$ cat src/rtl/cond_flag_stage.sv
// Condition-evaluation stage: gates register/memory/PC writes on the ARM
// condition field and owns the architectural NZCV flags register.
module cond_flag_stage (
  input  logic        clk,
  input  logic        rst_n,
  input  logic        in_valid,
  output logic        in_ready,
  input  logic [31:0] alu_y,
  input  logic [3:0]  alu_flags,
  input  logic [3:0]  cond,
  input  logic [1:0]  flag_w,
  input  logic        reg_w,
  input  logic        mem_w,
  input  logic        pc_s,
  input  logic [3:0]  rd,
  input  logic        flush,
  output logic        out_valid,
  input  logic        out_ready,
  output logic [31:0] out_result,
  output logic [3:0]  out_rd,
  output logic        out_reg_w,
  output logic        out_mem_w,
  output logic        out_pc_s,
  output logic        out_cond_ex,
  output logic [3:0]  flags,
  output logic [15:0] squash_cnt
);

  function automatic logic cond_eval(input logic [3:0] c, input logic [3:0] f);
    logic n, z, cf, v;
    logic r;
    n  = f[3];
    z  = f[2];
    cf = f[1];
    v  = f[0];
    case (c)
      4'b0000: r = z;
      4'b0001: r = !z;
      4'b0010: r = cf;
      4'b0011: r = !cf;
      4'b0100: r = n;
      4'b0101: r = !n;
      4'b0110: r = v;
      4'b0111: r = !v;
      4'b1000: r = cf & !z;
      4'b1001: r = !cf | z;
      4'b1010: r = (n == v);
      4'b1011: r = (n != v);
      4'b1100: r = !z & (n == v);
      4'b1101: r = z | (n != v);
      4'b1110: r = 1'b1;
      default: r = 1'b0;
    endcase
    return r;
  endfunction

  logic        out_valid_q,   out_valid_d;
  logic [31:0] out_result_q,  out_result_d;
  logic [3:0]  out_rd_q,      out_rd_d;
  logic        out_reg_w_q,   out_reg_w_d;
  logic        out_mem_w_q,   out_mem_w_d;
  logic        out_pc_s_q,    out_pc_s_d;
  logic        out_cond_ex_q, out_cond_ex_d;
  logic [3:0]  flags_q,       flags_d;
  logic [15:0] squash_cnt_q,  squash_cnt_d;

  logic cond_ex;
  logic accept;

  always_comb begin
    // Condition sees only the registered flags; no bypass from alu_flags.
    cond_ex  = cond_eval(cond, flags_q);
    in_ready = !flush & (!out_valid_q | out_ready);
    accept   = in_valid & in_ready;

    out_valid_d   = out_valid_q;
    out_result_d  = out_result_q;
    out_rd_d      = out_rd_q;
    out_reg_w_d   = out_reg_w_q;
    out_mem_w_d   = out_mem_w_q;
    out_pc_s_d    = out_pc_s_q;
    out_cond_ex_d = out_cond_ex_q;
    flags_d       = flags_q;
    squash_cnt_d  = squash_cnt_q;

    if (flush) begin
      out_valid_d = 1'b0;
      out_reg_w_d = 1'b0;
      out_mem_w_d = 1'b0;
      out_pc_s_d  = 1'b0;
    end else if (accept) begin
      out_valid_d   = 1'b1;
      out_result_d  = alu_y;
      out_rd_d      = rd;
      out_cond_ex_d = cond_ex;
      out_reg_w_d   = reg_w & cond_ex;
      out_mem_w_d   = mem_w & cond_ex;
      out_pc_s_d    = pc_s & cond_ex;
      if (cond_ex) begin
        if (flag_w[1]) flags_d[3:2] = alu_flags[3:2];
        if (flag_w[0]) flags_d[1:0] = alu_flags[1:0];
      end else begin
        squash_cnt_d = squash_cnt_q + 16'd1;
      end
    end else if (out_valid_q && out_ready) begin
      // Side-effect strobes must read 0 whenever the slot is empty.
      out_valid_d = 1'b0;
      out_reg_w_d = 1'b0;
      out_mem_w_d = 1'b0;
      out_pc_s_d  = 1'b0;
    end
  end

  always_ff @(posedge clk or negedge rst_n) begin
    if (!rst_n) begin
      out_valid_q   <= 1'b0;
      out_result_q  <= 32'd0;
      out_rd_q      <= 4'd0;
      out_reg_w_q   <= 1'b0;
      out_mem_w_q   <= 1'b0;
      out_pc_s_q    <= 1'b0;
      out_cond_ex_q <= 1'b0;
      flags_q       <= 4'd0;
      squash_cnt_q  <= 16'd0;
    end else begin
      out_valid_q   <= out_valid_d;
      out_result_q  <= out_result_d;
      out_rd_q      <= out_rd_d;
      out_reg_w_q   <= out_reg_w_d;
      out_mem_w_q   <= out_mem_w_d;
      out_pc_s_q    <= out_pc_s_d;
      out_cond_ex_q <= out_cond_ex_d;
      flags_q       <= flags_d;
      squash_cnt_q  <= squash_cnt_d;
    end
  end

  assign out_valid   = out_valid_q;
  assign out_result  = out_result_q;
  assign out_rd      = out_rd_q;
  assign out_reg_w   = out_reg_w_q;
  assign out_mem_w   = out_mem_w_q;
  assign out_pc_s    = out_pc_s_q;
  assign out_cond_ex = out_cond_ex_q;
  assign flags       = flags_q;
  assign squash_cnt  = squash_cnt_q;

endmodule

$ cat config.mk
export PLATFORM = sky130hd
export DESIGN_NAME = cond_flag_stage
export DESIGN_NICKNAME = d
export VERILOG_FILES = /design/src/rtl/cond_flag_stage.sv
export SDC_FILE = /design/constraint.sdc
export NUM_CORES = 1
export LEC_CHECK = 0
export CORE_ASPECT_RATIO = 0.8
export CORE_UTILIZATION = 38
export DETAILED_ROUTE_END_ITERATION = 7
export PLACE_DENSITY = 0.78
export SLEW_MARGIN = 5
export SYNTH_ARGS = -nofsm -noshare
export SYNTH_HDL_FRONTEND = slang
export SYNTH_SLANG_ARGS = --single-unit
$ cat constraint.sdc
create_clock -name clk -period 1.99 [get_ports clk]
set_input_delay 0.2985 -clock clk [delete_from_list [all_inputs] [get_ports clk]]
set_output_delay 0.2985 -clock clk [all_outputs]
set_load 0.05 [all_outputs]
==> results.yml, run 1 <==
finish:
  fin_cells: 515
  register_area_sq_um: 1530
  syn_to_final_growth_pct: 62.1
  design_area_sq_um: 4410
  utilization_pct: 64.1
  n_antenna_cell: 0
  drive_gt1_share_pct: 16.8
  final_nets: 479
  multi_input_area_sq_um: 1190
  n_fill_cell: 587
critical_path:
  worstSetupEndpointType: "flop"
  required_ns: 2.21
  cp.arrival_ns: 2.23
  r2r-start: "flags[2]"
  crit_chain: "buf_4, mux2i_1, o21a_1, o32ai_4, nor3_4, a211oi_4, mux2_4"
  start_kind: "flop"
  r2r_end: "flags[3]"
  regToRegSetupSlack_ns: -0.02
  worst-r2r-cell-count: 7
  critPathMaxFanout: 3
  crit_slowest_cell: "dfrtp_2"
  path_class: "reg -> reg"
  slowest_delay_ns: 0.39
timing:
  finalCritPeriodShare_pct: 101
  drv_slew: 0
  grt_setup_unrepaired: "true"
  min_period_ns: 2.01
  clock.fmax_mhz: 499
  tightest_slew_ns: 0.555
  final_hold_viol_count: 0
  hold_ws_ns: 0.421
  fin_worst_skew_ns: 0.00758
  maxSlewHeadroom_pct: 62.9
  postLayoutSetupSlackWorst_ns: -0.0159
  setup_viol: 6
global_route:
  grt_pass1_vias: 2466
  grt_pass1_wl_um: 12000
  grt_max_degree: 27
  grtUsageTotal_pct: 20.4
  antenna_found_initial: 0
  grt_overflow: 0
clock_tree:
  numCtsBuffers: 9
  cts_tree: "done"
  cts.clk_slew.worst_paths_ns: 0.07
  cts_root_buffer: "clkbuf_8"
  insertion_delay_ns: 0.34
  cts_max_path_buffers: 2
  cts_sinks: 61
  cts_htree_levels: 3
yosys:
  syn_nets: 338
  synth_common_cells: "nand2_1 (118), dfrtp_1 (61), nor2_1 (15), xnor2_1 (15), clkbuf_1 (9)"
  synth.distinct_cells: 34
  synthTopCellsByArea: "dfrtp_1 (56%), nand2_1 (16%), xnor2_1 (4.8%)"
  syn_area_per_cell_sq_um: 9.62
  yosysSeqAreaShare_pct: 56.0
  yosysTopAreaCell: "dfrtp_1"
  synth-edff-count: 0
  synth_top_area_share_pct: 56.0
  synthArstFlopShare_pct: 100
  synth_flop_cell: "dfrtp_1"
  ys_seq_elements: 61
  synthCells: 283
  ys_warn_count: 0
  synth.most_common_cell: "nand2_1"
  netlist_area_sq_um: 2720
status:
  status: "finished, violations left"
  violations: "setup timing"
power_and_ir_drop:
  power_leakage_nw: 2.04
  cellPowerDensity_nw_per_um2: 1080
  peakVddDrop_mv: 0.551
  power_w: 0.00478
placed_design:
  place_congestion: 0.856
  io_buffers: 115
  dp.cells: 491
  dp_hpwl_um: 5220
  placed_cell_area_sq_um: 4100
drt:
  drtPass1Iterations: 4
  drt_iter0_drc: 86
  wl_um: 7380
  wl_per_cell_um: 14.3
  drc_errors: 0
  drtAntennaViolNets: 0
  num_vias: 2485
  vias_per_cell: 4.83
die:
  start_util_pct: 39.5
  std_cell_rows: 27
  die_h_um: 77.7
  core-area_sq_um: 6890
  die_x_um: 96.7
  ioPinCount: 116
  dieArea_sq_um: 7510
min_path:
  hp-class: "in -> async"
flow_run:
  drv_cap: 0
==> worst max-delay path, delay by kind of cell, from the launching register on <==
kind                   cells  cell delay [ns]
AOI/OAI and AO/OA          3             0.87
buffers and inverters      1             0.12
DFF                        1             0.39
muxes                      2             0.40
and+or+nand+nor            1             0.12
==> power by group <==
part           internal (W)  leakage, nW  switching, W
sequential          0.00146        0.769      0.000208
clock              0.000564       0.0919      0.000473
combinational      0.000843         1.17       0.00124
total               0.00286         2.04       0.00192
==> cell type report <==
type                    count  area share (%)
flip-flops and latches     61            34.7
multi-input cells         205            27.1
well taps                  87            2.47
repair buffers            144            31.4
clock inverters             5            1.19
clock buffers              10            2.89
inverters                   3           0.255
==> worst max path at each step <==
stage	from	end	slack (ns)	cells past startpoint
after detailed placement	cond[0]	squash_cnt[3]	-0.49	8
after CTS	flags[3]	squash_cnt[3]	-0.04	7
final	flags[2]	flags[3]	-0.02	7
after floorplan	flags[3]	flags[0]	-0.03	6
after global routing	flags[0]	squash_cnt[3]	-0.15	7
after global placement	cond[2]	flags[0]	-0.42	7
==> sequential cells by signal, summed over array words and instances, names as in the netlist <==
| register | cells |
|---|---|
| out_rd | 4 |
| out_cond_ex | 1 |
| out_valid | 1 |
| out_reg_w | 1 |
| out_pc_s | 1 |
| out_result | 32 |
| out_mem_w | 1 |
| squash_cnt | 16 |
| flags | 4 |
==> stage by stage <==
step,TNS (ns),setup slack (ns)
6_report,-0.0525,-0.0159
5_1_grt,-1.19,-0.149
4_1_cts,-0.0744,-0.0394
3_5_place_dp,-9.65,-0.493
3_3_place_gp,-8.13,-0.421
2_1_floorplan,-0.179,-0.0338
==> layout by cell type, fill, tap and decap left out, types with 4 or more instances in the layout <==
cell type,netlist,layout
and3_1,6,6
buf_4,1,25
clkbuf_8,0,9
clkdlybuf4s50_1,0,109
dfrtp_1,61,56
dfrtp_2,0,5
mux2_4,0,4
nand2_1,118,115
nand3_1,6,4
nand4_1,8,8
nor2_1,15,12
xnor2_1,15,14
==> routing by layer <==
metal,global-route usage [%],wire length [um],vias to the layer above
met5,0,0,-
met4,8.36,138,0
met3,5.41,407,12
met2,33.3,3620,91
met1,25.8,3210,1177
li1,-,-,1205
==> cell families (layout without fill, tap and decap cells) <==
logic type	Yosys count	count (layout)	synth area share, %
compound gates	13	13	4.78
fa+ha+maj	1	1	0.459
simple gates	166	166	27.0
mux	7	7	2.80
xor+xnor	18	18	5.79
buf+inv	17	162	3.12
flops	61	61	56.0
==> what timing repair did <==
item	4_1_cts	5_1_grt
hold buffers	1	0
setup endpoints to repair	17	20
gates resized for setup	6	15
pin swaps	5	13
buffers inserted	6	3
endpoints found under the hold margin	17	0
cloned	0	0
(Power assumes the default switching activity.)
==> run 2, diff against run 1 <==
--- a/config.mk
+++ b/config.mk
@@ -8,7 +8,7 @@
 export CORE_ASPECT_RATIO = 0.8
 export CORE_UTILIZATION = 38
 export DETAILED_ROUTE_END_ITERATION = 7
-export PLACE_DENSITY = 0.78
+export PLACE_DENSITY = 0.73
 export SLEW_MARGIN = 5
 export SYNTH_ARGS = -nofsm -noshare
 export SYNTH_HDL_FRONTEND = slang
==> run 2 against run 1 <==
Net effect: the flow now finishes without violations; clock power rose by 35%; worst hold slack improved by 0.048 ns; critical path type unchanged; setup slack improved by 0.018 ns; die area did not move; power rose by 4.7%; non-clock buffer count fell by 4; sequential power barely moved; sequential cell count did not move; sequential share of layout area fell by 0.19 points.
==> results.yml, run 2 (synthesis results as in run 1) <==
status:
  status: "complete, no violations"
finish:
  final_cell_mix: "nand2_1 (117), clkdlybuf4s50_1 (109), dfrtp_1 (56)"
  fin_cells: 512
  largest_register_ffs: 32
  n_antenna_cell: 0
  utilization_pct: 64.4
  syn_to_final_growth_pct: 62.9
  drive_gt1_share_pct: 14.6
  n_fill_cell: 583
  final_common_cell: "nand2_1"
  final_nets: 475
clock_tree:
  insertion_delay_ns: 0.34
  cts_max_path_buffers: 2
  cts.clk_slew.worst_paths_ns: 0.07
  cts_root_buffer: "clkbuf_8"
  numCtsBuffers: 9
  cts_tree: "done"
  cts_htree_levels: 3
  cts_sinks: 61
timing:
  clock.fmax_mhz: 503
  drv_slew: 0
  fin_worst_skew_ns: 0.00798
  tightest_slew_ns: 0.531
  finalCritPeriodShare_pct: 99.9
  maxSlewHeadroom_pct: 64.5
  final_hold_viol_count: 0
  setup_viol: 0
  hold_ws_ns: 0.469
  min_period_ns: 1.99
  grt_setup_unrepaired: "true"
drt:
  wl_um: 6940
  drtPass1Iterations: 4
  drt_iter0_drc: 67
  num_vias: 2429
  drc_errors: 0
  wl_per_cell_um: 13.6
  drtAntennaViolNets: 0
  vias_per_cell: 4.74
critical_path:
  critPathMaxFanout: 7
  r2r-start: "flags[3]"
  cp.arrival_ns: 2.21
  required_ns: 2.21
  cp-endpoint: "squash_cnt[1]"
  worstSetupEndpointType: "flop"
  r2r_end: "squash_cnt[1]"
  setup.worst_path.start: "flags[3]"
  path_class: "reg -> reg"
  worst-r2r-cell-count: 6
  regToRegSetupSlack_ns: 0.003
  start_kind: "flop"
placed_design:
  dp.cells: 493
  dp_hpwl_um: 4960
  io_buffers: 115
  place_congestion: 0.834
power_and_ir_drop:
  p_switching_w: 0.00188
  power_leakage_nw: 2.05
  power_frac_comb_pct: 38.9
  pwr-share-clk_pct: 27.8
  seqPwrFrac_pct: 33.2
  swShare_pct: 37.5
  peakVddDrop_mv: 0.882
  cellPowerDensity_nw_per_um2: 1130
  p_int_w: 0.00313
global_route:
  grt_max_degree: 62
  grt_pass1_wl_um: 11200
  grt_overflow: 0
  antenna_found_initial: 0
  grt_pass1_vias: 2327
  grtUsageTotal_pct: 19.0
min_path:
  hold_start: "squash_cnt[15]"
  hp-class: "reg -> reg"
  min_path_cells: 1
die:
  die_x_um: 96.7
  std_cell_rows: 27
  start_util_pct: 39.5
  die_h_um: 77.7
  dieArea_sq_um: 7510
  ioPinCount: 116
  core-area_sq_um: 6890
flow_run:
  drv_cap: 0
==> run 2: worst max-delay path, cell delays in order, from the launching register on <==
cell and delay (ns):
dfrtp_2 0.47, xnor2_2 0.19, mux2i_1 0.20, a311o_2 0.26, nor4b_4 0.28, buf_4 0.18
mux2_4 0.29
==> run 2: power by group through the flow <==
stage	logic, W	registers, W	clock network, W
after CTS	0.00193	0.00167	0.00143
after global routing	0.00205	0.00170	0.00149
after floorplan	0.000465	0.00239	0
final	0.00195	0.00166	0.00140
after global placement	0.00188	0.00168	0
after detailed placement	0.00191	0.00169	0
==> run 2: layer usage <==
metal / wire, um / global-route usage (%) / vias to the layer above
met3: 487 / 7.57 / 8
met1: 3250 / 25.8 / 1138
met5: 0 / 0 / -
li1: - / - / 1192
met4: 76 / 5.82 / 0
met2: 3130 / 27.9 / 91
==> run 2: worst min-delay path by stage <==
stage	end	slack, ns
final	squash_cnt[15]	0.47
after global routing	out_result[3]	0.46
after CTS	out_result[7]	0.46
after detailed placement	squash_cnt[5]	0.33
after global placement	squash_cnt[2]	0.33
after floorplan	flags[0]	0.003
==> run 2: final cells by class <==
cell class,count,area [sq um],share of cell area [%]
Inverter,3,11.3,0.254
Clock buffer,11,151,3.41
Tap cell,87,109,2.45
Multi-Input combinational cell,205,1150,26.0
Timing Repair Buffer,140,1370,31.0
Clock inverter,5,106,2.40
Sequential cell,61,1530,34.5
==> run 2: per-stage QoR <==
step           setup slack (ns)  total power, W   TNS, ns  instance area (sq um)
6_report                0.00252         0.00501         0                   4440
2_1_floorplan           -0.0338         0.00285    -0.179                   2760
5_1_grt                 -0.0819         0.00524    -0.563                   4440
3_3_place_gp             -0.427         0.00356     -8.02                   4140
3_5_place_dp             -0.503         0.00360     -9.60                   4140
4_1_cts                -0.00967         0.00503  -0.00967                   4420
==> run 2: timing repair <==
item,4_1_cts,5_1_grt
endpoints found under the setup margin,17,15
gates cloned,0,0
setup buffers,1,1
hold endpoints to repair,61,0
pin swaps,1,3
resized for setup,5,4
hold buffers,1,0
